<file path="src/rtl/trace_serializer.sv">
// Trace serializer: turns one register/memory write record into ASCII text.
// Ports: clk, reset (sync, high); in_valid/in_ready accept handshake;
//        in_kind/in_time/in_pc/in_reg/in_addr/in_data record fields;
//        char/char_valid character stream; done pulses on the final '#'.
module trace_serializer (
    input  logic        clk,
    input  logic        reset,
    input  logic        in_valid,
    output logic        in_ready,
    input  logic        in_kind,
    input  logic [13:0] in_time,
    input  logic [31:0] in_pc,
    input  logic [4:0]  in_reg,
    input  logic [31:0] in_addr,
    input  logic [31:0] in_data,
    output logic [7:0]  char,
    output logic        char_valid,
    output logic        done
);

    typedef enum logic [1:0] {IDLE, CONV, EMIT} state_t;

    localparam logic [3:0] S_CARET = 4'd0;
    localparam logic [3:0] S_TIME  = 4'd1;
    localparam logic [3:0] S_AT    = 4'd2;
    localparam logic [3:0] S_PC    = 4'd3;
    localparam logic [3:0] S_COLON = 4'd4;
    localparam logic [3:0] S_SP1   = 4'd5;
    localparam logic [3:0] S_SIGIL = 4'd6;
    localparam logic [3:0] S_OPER  = 4'd7;
    localparam logic [3:0] S_SP2   = 4'd8;
    localparam logic [3:0] S_LT    = 4'd9;
    localparam logic [3:0] S_EQ    = 4'd10;
    localparam logic [3:0] S_SP3   = 4'd11;
    localparam logic [3:0] S_DATA  = 4'd12;
    localparam logic [3:0] S_HASH  = 4'd13;

    state_t      state_q, state_d;
    logic        kind_q, kind_d;
    logic [31:0] pc_q, pc_d;
    logic [31:0] op_q, op_d;
    logic [31:0] data_q, data_d;
    // {bcd[15:0], bin[13:0]} double-dabble shift register
    logic [29:0] dd_q, dd_d;
    logic [3:0]  cnt_q, cnt_d;
    logic [3:0]  seg_q, seg_d;
    logic [7:0]  char_q, char_d;
    logic        cv_q, cv_d;
    logic        done_q, done_d;
    logic        rdy_q, rdy_d;

    logic [15:0] bcd;
    logic [2:0]  dt;
    logic [1:0]  tpos;
    logic [3:0]  tdig;
    logic [4:0]  rg;
    logic [1:0]  rt;
    logic [3:0]  ro;
    logic [1:0]  dr;
    logic [4:0]  hsel;
    logic [3:0]  seg_len;
    logic [7:0]  cur_char;
    logic [13:0] sat_time;

    function automatic logic [29:0] dd_step(input logic [29:0] v);
        logic [29:0] t;
        t = v;
        for (int i = 0; i < 4; i++) begin
            if (t[14+4*i +: 4] >= 4'd5) begin
                t[14+4*i +: 4] = t[14+4*i +: 4] + 4'd3;
            end
        end
        return {t[28:0], 1'b0};
    endfunction

    function automatic logic [7:0] dec_c(input logic [3:0] n);
        return 8'h30 + {4'h0, n};
    endfunction

    function automatic logic [7:0] hex_c(input logic [3:0] n);
        return (n < 4'd10) ? (8'h30 + {4'h0, n}) : (8'h57 + {4'h0, n});
    endfunction

    // Character selection for the current segment / position
    always_comb begin
        bcd = dd_q[29:14];
        if (bcd[15:12] != 4'd0)     dt = 3'd4;
        else if (bcd[11:8] != 4'd0) dt = 3'd3;
        else if (bcd[7:4] != 4'd0)  dt = 3'd2;
        else                        dt = 3'd1;
        tpos = 2'(dt - 3'd1 - cnt_q[2:0]);
        tdig = bcd[{tpos, 2'b00} +: 4];

        rg = op_q[4:0];
        if (rg >= 5'd30) begin
            rt = 2'd3; ro = 4'(rg - 5'd30);
        end else if (rg >= 5'd20) begin
            rt = 2'd2; ro = 4'(rg - 5'd20);
        end else if (rg >= 5'd10) begin
            rt = 2'd1; ro = 4'(rg - 5'd10);
        end else begin
            rt = 2'd0; ro = 4'(rg);
        end
        dr = (rt != 2'd0) ? 2'd2 : 2'd1;

        // hex digits go most significant first
        hsel = {~cnt_q[2:0], 2'b00};

        seg_len  = 4'd1;
        cur_char = 8'h00;
        case (seg_q)
            S_CARET: cur_char = 8'h5e;
            S_TIME: begin
                seg_len  = {1'b0, dt};
                cur_char = dec_c(tdig);
            end
            S_AT: cur_char = 8'h40;
            S_PC: begin
                seg_len  = 4'd8;
                cur_char = hex_c(pc_q[hsel +: 4]);
            end
            S_COLON: cur_char = 8'h3a;
            S_SP1:   cur_char = 8'h20;
            S_SIGIL: cur_char = kind_q ? 8'h2a : 8'h24;
            S_OPER: begin
                if (kind_q) begin
                    seg_len  = 4'd8;
                    cur_char = hex_c(op_q[hsel +: 4]);
                end else begin
                    seg_len  = {2'b00, dr};
                    cur_char = (dr == 2'd2 && cnt_q == 4'd0) ?
                               dec_c({2'b00, rt}) : dec_c(ro);
                end
            end
            S_SP2: cur_char = 8'h20;
            S_LT:  cur_char = 8'h3c;
            S_EQ:  cur_char = 8'h3d;
            S_SP3: cur_char = 8'h20;
            S_DATA: begin
                seg_len  = 4'd8;
                cur_char = hex_c(data_q[hsel +: 4]);
            end
            S_HASH:  cur_char = 8'h23;
            default: cur_char = 8'h00;
        endcase

        sat_time = (in_time > 14'd9999) ? 14'd9999 : in_time;
    end

    always_comb begin
        state_d = state_q;
        kind_d  = kind_q;
        pc_d    = pc_q;
        op_d    = op_q;
        data_d  = data_q;
        dd_d    = dd_q;
        cnt_d   = cnt_q;
        seg_d   = seg_q;
        char_d  = 8'h00;
        cv_d    = 1'b0;
        done_d  = 1'b0;
        unique case (state_q)
            IDLE: begin
                if (in_valid) begin
                    kind_d  = in_kind;
                    pc_d    = in_pc;
                    op_d    = in_kind ? in_addr : {27'd0, in_reg};
                    data_d  = in_data;
                    dd_d    = {16'd0, sat_time};
                    cnt_d   = 4'd0;
                    state_d = CONV;
                end
            end
            CONV: begin
                dd_d = dd_step(dd_q);
                if (cnt_q == 4'd13) begin
                    cnt_d   = 4'd0;
                    seg_d   = S_CARET;
                    state_d = EMIT;
                end else begin
                    cnt_d = cnt_q + 4'd1;
                end
            end
            EMIT: begin
                // '#' was on the outputs this cycle: wrap up
                if (done_q) begin
                    state_d = IDLE;
                    cnt_d   = 4'd0;
                    seg_d   = S_CARET;
                end else begin
                    char_d = cur_char;
                    cv_d   = 1'b1;
                    done_d = (seg_q == S_HASH);
                    if (cnt_q == seg_len - 4'd1) begin
                        cnt_d = 4'd0;
                        seg_d = seg_q + 4'd1;
                    end else begin
                        cnt_d = cnt_q + 4'd1;
                    end
                end
            end
            default: state_d = IDLE;
        endcase
        rdy_d = (state_d == IDLE);
    end

    always_ff @(posedge clk) begin
        if (reset) begin
            state_q <= IDLE;
            kind_q  <= 1'b0;
            pc_q    <= 32'd0;
            op_q    <= 32'd0;
            data_q  <= 32'd0;
            dd_q    <= 30'd0;
            cnt_q   <= 4'd0;
            seg_q   <= S_CARET;
            char_q  <= 8'h00;
            cv_q    <= 1'b0;
            done_q  <= 1'b0;
            rdy_q   <= 1'b1;
        end else begin
            state_q <= state_d;
            kind_q  <= kind_d;
            pc_q    <= pc_d;
            op_q    <= op_d;
            data_q  <= data_d;
            dd_q    <= dd_d;
            cnt_q   <= cnt_d;
            seg_q   <= seg_d;
            char_q  <= char_d;
            cv_q    <= cv_d;
            done_q  <= done_d;
            rdy_q   <= rdy_d;
        end
    end

    assign in_ready   = rdy_q;
    assign char       = char_q;
    assign char_valid = cv_q;
    assign done       = done_q;

endmodule

</file>
<file path="config.mk">
export PLATFORM = sky130hd
export DESIGN_NAME = trace_serializer
export DESIGN_NICKNAME = d
export VERILOG_FILES = /design/src/rtl/trace_serializer.sv
export SDC_FILE = /design/constraint.sdc
export NUM_CORES = 1
export LEC_CHECK = 0
export CAP_MARGIN = 20
export CORE_AREA = 2 2 125 127
export DETAILED_ROUTE_END_ITERATION = 7
export DIE_AREA = 0 0 127 129
export PLACE_DENSITY_LB_ADDON = 0.15
export SYNTH_ARGS = -nofsm -noshare
export SYNTH_HDL_FRONTEND = slang
export SYNTH_SLANG_ARGS = --single-unit
</file>
<file path="constraint.sdc">
create_clock -name clk -period 4 [get_ports clk]
set_input_delay 0.6 -clock clk [delete_from_list [all_inputs] [get_ports clk]]
set_output_delay 0.6 -clock clk [all_outputs]
set_load 0.01 [all_outputs]
</file>
==> metrics.txt <==
status completed; Leak 0.00359 uW; Pint 2750 uW; fin crit period 3.36 ns; Boundary Pins 130; Slew headroom 40.3%; DP Cell Count 1204; # DRC 0; internal reg-to-reg setup slack 0.64 ns; final hold vios 0; sequential share of the synthesized area 37.8%; Synth Flop Type dfxtp_1; most frequent cells in the layout nand2_1, dfxtp_1, a21oi_1; design area 9710 sq um; reg-to-reg startpoint dd_q[18]$_SDFFE_PP0P_; initial antenna violation count 0; hold_buf cts 0; initial DRC count 490; CTS Buffer Depth 2; Hold Path Depth 2; switching share of power 25.2%; unrepaired setup endpoints after global routing false; Core ar. 15000 sq um; CP most frequent cell ha_1; most common cell after layout, fill and taps aside nand2_1; Crit. Startpoint dd_q[18]$_SDFFE_PP0P_; Max Freq 298 MHz; Setup CP Type reg -> reg; Syn Inst Count 942; maximum fanout along the worst path 6; Synth cell types 66; worst clock skew 0.00716 ns; Mean Syn Cell Area 8.27 sq um; Layout fillers 1345; post-synth top area cell dfxtp_1; Via density 5.67; Setup TNS Final 0 ns; layout cells sized above 1 8.60%; logic gate share of total power 13.3%; Power Density 379 nW/um^2; Ys Warns 0; H-tree levels 4; CTS tree built; worst setup path endpoint seg_q[0]$_SDFFE_PP0P_; Slew Limit Fails 0; largest net degree at the start of global routing 79; R2R depth 13; FFs w/ async S/R, synth 0%; Inserted Diodes 0; Area Overhead vs Synth 24.6%; Wirelength per Cell 15.5 microns; Die X 127 microns; worst-path cell chain inv_1, ha_1, nor3b_2, and2b_4, nor2_4, a221oi_2, ha_1, xor2_1, and3_1, o21ai_0, o41a_4, a21oi_4, mux2_4; final WL 19.1 mm; Worst path max stage delay 0.43 ns; Layout Cells excl Fill 1234; critical path's top delay family compound AO/OA/AOI/OAI gates; Bufs and invs on worst path 1; CP endpoint kind register; Cell Rows 45; Worst EP required 4.31 ns; Post-DP HPWL 13.4 mm; Initial Utilization 52.0%; total track usage 23.9%; Skew-Pair Late Insertion Delay 0.42 ns; final period utilization 83.9%; Clk network pwr share 43.4%; Worst Tran Pin Value 0.892 ns; largest cells by area after synthesis dfxtp_1, nand2_1, a21oi_1, mux4_2, ha_1; first-pass GRT wire length 31.5 mm; CTS Buf Count 17; fin util 64.8%; Mapped Nets 1091; CP Launch Type register; nets@finish 1184; post-synth top area share 37.8%; max-cap check violation count 0; Antenna Violating Nets Remaining 0; Final setup viols 0; worst hold start op_q[20]$_SDFFE_PP0P_; Placement Cell Area 9130 sq um; post-CTS setup buffer count 0; Syn Std Cell Area 7790 sq um; Final GP Congestion 0.831; IO Port Bufs 128; Pre-Repair DR Iteration Count 5; Via Count 6991; Root Driver clkbuf_16; type of the worst min-delay path reg -> reg; clk sinks 147; Peak supply drop 0.293 mV; reg-to-reg critical path endpoint seg_q[0]$_SDFFE_PP0P_; sequential power share 43.3%; CP max-delay cell dfxtp_1; Post-synth EDFFs 0; vias in the first global route 6554; die height 129 microns; Net Sw Power 928 uW; DIE AREA 16400 sq um; Critical Path AT 3.67 ns; CTS resizes 0; CP Depth 13; Yosys reg bits 147; total grt overflow 0; clk slew on worst S/H paths 0.06 ns
## routing by layer
layer  vias up  routed length (microns)  GRT usage, %
met5         -                        0             0
met2       184                     8940          39.0
met4         0                      278          6.85
met3        24                     1040          5.49
met1      3265                     8820          32.0
li1       3518                        -             -
## layout make-up
| cell class | count | area [sq um] | share of cell area, % |
|---|---|---|---|
| clock inverter | 12 | 155 | 1.60 |
| clock buffer | 18 | 429 | 4.42 |
| sequential | 147 | 2940 | 30.3 |
| timing repair buffer | 141 | 1380 | 14.2 |
| multi-input combinational | 703 | 4480 | 46.1 |
| tap | 188 | 235 | 2.42 |
| inverter | 25 | 93.8 | 0.966 |
## stage by stage
step | hold slack (ns) | power, uW | setup slack [ns]
after floorplan | 0.429 | 1910 | 0.903
after detailed placement | 0.444 | 2110 | 0.666
after global routing | 0.462 | 3820 | 0.456
after CTS | 0.452 | 3700 | 0.648
after global placement | 0.438 | 2110 | 0.741
final | 0.450 | 3680 | 0.643
## state kept, by name (all words and copies together) (netlist names)
| name | cells |
|---|---|
| cnt_q | 4 |
| state_q | 2 |
| op_q | 32 |
| data_q | 32 |
| char_valid | 1 |
| in_ready | 1 |
| kind_q | 1 |
| seg_q | 4 |
| done | 1 |
| dd_q | 30 |
| pc_q | 32 |
| char | 7 |
## worst min-delay path: stages, from the launching register on
cell	delay [ns]
dfxtp_1	0.31
nand2_1	0.05
a21oi_1	0.05
## logic make-up after synthesis
logic type / after synthesis / share of synthesized area, %
simple gates: 358 / 20.8
compound gates: 244 / 18.9
flops: 147 / 37.8
buf+inv: 92 / 4.90
mux: 54 / 10.9
fa+ha+maj: 30 / 4.82
xor+xnor: 16 / 1.90
other cells: 1 / 0.0481
## synthesized netlist by cell type, types with 3 or more instances
master / n
a31oi_1: 9
a22oi_1: 12
nor2b_1: 5
nor2_1: 49
a221oi_1: 7
a211oi_1: 9
buf_4: 3
nor3b_1: 3
dfxtp_1: 147
ha_1: 30
nand2b_1: 12
and2_1: 6
mux2i_1: 24
or3_1: 3
nor4_1: 3
and3_1: 4
clkbuf_1: 52
nand2_1: 192
inv_1: 25
o221ai_1: 7
xor2_1: 6
nor3_1: 24
a21oi_1: 137
xnor2_1: 9
mux4_2: 24
o21ai_0: 34
nand3_1: 42
mux2_2: 5
buf_2: 8
## worst min path at each step
stage | endpoint | slack, ns
after floorplan | op_q[10]$_SDFFE_PP0P_ | 0.43
after global placement | op_q[19]$_SDFFE_PP0P_ | 0.44
after detailed placement | op_q[22]$_SDFFE_PP0P_ | 0.44
after CTS | op_q[22]$_SDFFE_PP0P_ | 0.45
after global routing | op_q[22]$_SDFFE_PP0P_ | 0.46
final | op_q[20]$_SDFFE_PP0P_ | 0.45
## power by group through the flow
| stage | logic, uW | registers [uW] | clock network (uW) |
|---|---|---|---|
| final | 491 | 1590 | 1600 |
| after global placement | 484 | 1620 | 0 |
| after CTS | 493 | 1590 | 1610 |
| after global routing | 547 | 1600 | 1670 |
| after detailed placement | 489 | 1630 | 0 |
| after floorplan | 302 | 1610 | 0 |
(Power assumes the default switching activity.)
==> edit 1: new RTL, same flow settings <==
Make the reset (`reset`) asynchronous in one clocked block.
--- a/src/rtl/trace_serializer.sv
+++ b/src/rtl/trace_serializer.sv
@@ -204,7 +204,7 @@
         rdy_d = (state_d == IDLE);
     end
 
-    always_ff @(posedge clk) begin
+    always_ff @(posedge clk or posedge reset) begin
         if (reset) begin
             state_q <= IDLE;
             kind_q  <= 1'b0;
Function: differs if reset is asserted again (counterexample within 4 cycles, from zero or initial values and one cycle with reset high); with reset held inactive, the same outputs for 10 cycles.
==> edit 1 against the unedited design <==
Wire length up 8.1%. Cell area grew 8.0%. Sequential cell count is the same. Setup slack worse by 140 ps. Count of clock-buffer cells in the layout up 3. Worst hold slack gained 30 ps. Non-clock buffer count shrank 1. Global-route usage rose by 2.4 points. Synthesized area grew 9.1%. Via count fell by 2.7%. Fmax shrank 4.0%. Highest routed layer unchanged.
Power is not compared: it rests on default switching activity, and its combinational part moved more than twofold at a synthesized area within 25%.
==> edit 1: results (changes against the unedited design) <==
metric	value	unit	change
status	finished, final reports clean		
first_iter_violations	656		+34%
async_reset_ff_share	100	%	+100 points
gp_congestion	0.935		+12%
slowest_stage	dfrtp_1		
synth_area_leaders	dfrtp_1, mux2_2, mux4_2		
dr.pass1.iters	5		unchanged
critPathMaxFanout	10		+4
synth_ff_type	dfrtp_1		
antenna_found_initial	0		unchanged
portBuffers	128		unchanged
htreeDepth	4		unchanged
cts.clk_slew.worst_paths	60	ps	about the same
dpl-instance-area	0.00990	sq mm	+8.5%
track_usage	26.3	%	+2.4 points
nets	1082		-8.6%
insertion_delay	430	ps	
num_vias	6799		-2.7%
n_fill_cell	1128		-16%
worst_slew_pin_slew	1070	ps	+180 ps
grt_first_pass_wirelength	34000	um	+8.2%
skew	8.38	ps	+1.22 ps
grt_start_max_net_pins	78		-1.3%
worstPathArrival	3800	ps	+130 ps
synthDistinctLibCells	73		+11%
cts_root_buf	clkbuf_16		
synth_commonest_cells	dfrtp_1, nand2_1, o21ai_0		
routedWlPerCell	18.2	um	+18%
ys_seq_area_share	43.3	%	+5.5 points
dp_hpwl	15000	um	+11%
drive_above_1_share	16.9	%	+8.3 points
synth_nets	973		-11%
==> edit 1: routing by layer <==
metal | vias to the layer above | GRT usage (%) | part of all wire [%]
met5 | - | 0 | 0
met4 | 0 | 10.1 | 2.5
met3 | 45 | 3.87 | 5.5
met2 | 272 | 43.5 | 49
met1 | 3292 | 35.6 | 43
li1 | 3190 | - | -
==> edit 1: final timing paths <==
path | start | endpoint | slack [ps] | cells after the start
setup reg to reg | seg_q[1] | seg_q[0] | 500 | 13
hold reg to reg | op_q[23] | op_q[23] | 480 | 2
max in group asynchronous | reset | cnt_q[1] | 2520 | 3
hold / removal | op_q[23] | op_q[23] | 480 | 2
setup / recovery | seg_q[1] | seg_q[0] | 500 | 13
min in group asynchronous | reset | op_q[11] | 680 | 2
==> edit 1: critical path, delay by kind of cell, from the launching register on <==
kind / cells / cell delay, ps
compound gates: 5 / 790
xor+xnor: 1 / 180
fa+ha+maj: 2 / 620
buf+inv: 1 / 130
flops: 1 / 420
mux: 1 / 350
simple gates: 3 / 880
==> edit 1: final cells by class <==
cell class	count	area [sq um]	area share, %
inverter	25	97.6	0.931
tap	188	235	2.24
multi-input combinational	602	4490	42.8
clock inverter	11	104	0.991
timing repair buffer	140	1430	13.6
sequential	147	3680	35.1
clock buffer	21	450	4.30
==> edit 1: power by group <==
| group | total [uW] | switching (uW) | internal, uW |
|---|---|---|---|
| clock network | 1500 | 630 | 874 |
| logic | 3220 | 1650 | 1570 |
| registers | 2680 | 573 | 2110 |
| total | 7410 | 2850 | 4550 |
==> edit 1: kinds of logic (layout without fill, tap and decap cells) <==
group	Yosys count	count (layout)	share of synthesized area, %
and+or+nand+nor	256	256	14.5
AOI/OAI and AO/OA	178	178	13.0
DFF	147	147	43.3
muxes	120	120	18.9
buffers and inverters	75	197	4.08
adders and majority gates	30	30	4.42
xor gates and xnor gates	17	17	1.75
other	1	1	0.0441
==> edit 1: metrics by stage <==
step,instances,setup slack (ps)
floorplan,824,958
global placement,1101,764
detailed placement,1101,619
CTS,1133,559
global route,1134,272
finish,1134,503
==> edit 2: new RTL, config.mk and constraints unchanged <==
Without the edit above. The 3 states of `state_t` get a one-hot encoding in 3 bits.
--- a/src/rtl/trace_serializer.sv
+++ b/src/rtl/trace_serializer.sv
@@ -18,7 +18,7 @@
     output logic        done
 );
 
-    typedef enum logic [1:0] {IDLE, CONV, EMIT} state_t;
+    typedef enum logic [2:0] {IDLE = 3'b001, CONV = 3'b010, EMIT = 3'b100} state_t;
 
     localparam logic [3:0] S_CARET = 4'd0;
     localparam logic [3:0] S_TIME  = 4'd1;
Function: no difference found for any inputs over 10 cycles, from zero or initial values and one cycle with reset high; not proved beyond that.
==> edit 2 against the unedited design <==
Sequential cell count grew 1. Total power shrank 0.81%. Worst hold slack lost 2.7 ps. Setup slack lost 330 ps. Die area is the same. Via count grew 3.2%. Synthesized area grew 0.14%. Global-route usage grew 1.3 points. Cell area grew 0.13%. Sequential share of layout area grew 0.18 points. Wire length grew 5.7%. Combinational power shrank 7.1%. Utilization grew 0.084 points. Count of clock-buffer cells in the layout is the same. Largest cell class unchanged. Largest power group is now sequential cells.
==> edit 2: results (changes against the unedited design) <==
metric	value	unit	change
status	finished, final reports clean		
slowest_stage	a222oi_1		
nets	1192		+0.68%
gp_congestion	0.938		+13%
dp_hpwl	14100	um	+4.9%
first_iter_violations	604		+23%
synthDistinctLibCells	61		-7.6%
grt_first_pass_wirelength	33000	um	+4.8%
r2r_slack	320	ps	-330 ps
synth-compound-area-share	19.8	%	+0.95 points
worst_slew_pin_slew	914	ps	+22.2 ps
use_met1	33.6	%	+1.6 points
skew	6.27	ps	-0.886 ps
period_share	92.1	%	+8.2 points
worstHoldStart	op_q[31]		
synth_mux_area_share	10.2	%	-0.71 points
whs	447	ps	-2.75 ps
routedWlPerCell	16.2	um	+4.6%
synth_commonest_cells	nand2_1, dfxtp_1, a21oi_1		
worstPathArrival	4040	ps	+370 ps
p_leak	0.00350	uW	-2.4%
synth_nets	1105		+1.3%
grt_start_max_net_pins	74		-6.3%
r2r_start	op_q[2]		
grtUsageMet3	5.53	%	+0.042 points
n_fill_cell	1318		-2.0%
hold_end	op_q[31]		
edit 2: cell types whose count changed after synthesis, moves of 4 or more:
cell	before	now
a222oi_1	0	5
a22oi_1	12	22
buf_1	2	9
ha_1	30	26
inv_1	25	20
mux2_2	5	0
mux2i_1	24	28
nor2_1	49	58
nor3b_1	3	7
o21ai_0	34	38
o221ai_1	7	1
edit 2: power groups by stage:
stage | registers (uW) | clock network [uW] | logic [uW]
after floorplan | 1610 | 0 | 277
after global routing | 1610 | 1680 | 508
final | 1600 | 1590 | 456
after detailed placement | 1630 | 0 | 454
after CTS | 1600 | 1620 | 457
after global placement | 1630 | 0 | 453
edit 2: layer usage:
| metal | wire, um | share of wire [%] |
|---|---|---|
| met1 | 8860 | 44 |
| met2 | 9680 | 48 |
| met3 | 1290 | 6.4 |
| met4 | 340 | 1.7 |
| met5 | 0 | 0 |
edit 2: worst register-to-register path: stages, from the launching register on:
cell and delay [ps]:
dfxtp_1 470, inv_1 140, ha_1 230, and2b_1 220
a311oi_1 80, a222oi_1 620, ha_1 260, xor2_1 170
or3_1 150, nand3_1 110, o41ai_2 400, a31oi_4 110
or4_1 500, a31oi_1 160
edit 2: worst max path at each step:
stage	start	end	cells after the start
after global routing	op_q[2]	seg_q[3]	13
after floorplan	op_q[2]	seg_q[3]	13
after detailed placement	op_q[2]	seg_q[3]	13
after global placement	op_q[2]	seg_q[3]	13
final	op_q[2]	seg_q[3]	13
after CTS	op_q[2]	seg_q[3]	13
edit 2: kinds of logic after synthesis:
| family | after synthesis |
|---|---|
| AO/OA/AOI/OAI | 257 |
| adder cells (fa/ha/maj) | 26 |
| buffers and inverters | 93 |
| other | 1 |
| AND/OR/NAND/NOR | 367 |
| XOR/XNOR | 17 |
| multiplexers | 51 |
| flip-flops | 148 |
edit 2: per-stage QoR:
step	cells	instance area (sq um)	power (uW)	util, %
2_1_floorplan	960	7800	1890	-
3_3_place_gp	1216	9140	2080	61.0
3_5_place_dp	1216	9140	2090	61.0
4_1_cts	1247	9720	3680	64.9
5_1_grt	1247	9720	3800	64.9
6_report	1247	9720	3650	64.9
edit 2: cell type report:
| cell class | count | area (sq um) | share of cell area [%] |
|---|---|---|---|
| clock buffer | 18 | 429 | 4.41 |
| clock inverter | 13 | 150 | 1.54 |
| inverter | 21 | 78.8 | 0.811 |
| multi-input combinational | 719 | 4490 | 46.2 |
| sequential | 148 | 2970 | 30.5 |
| tap | 188 | 235 | 2.42 |
| timing repair buffer | 140 | 1370 | 14.1 |
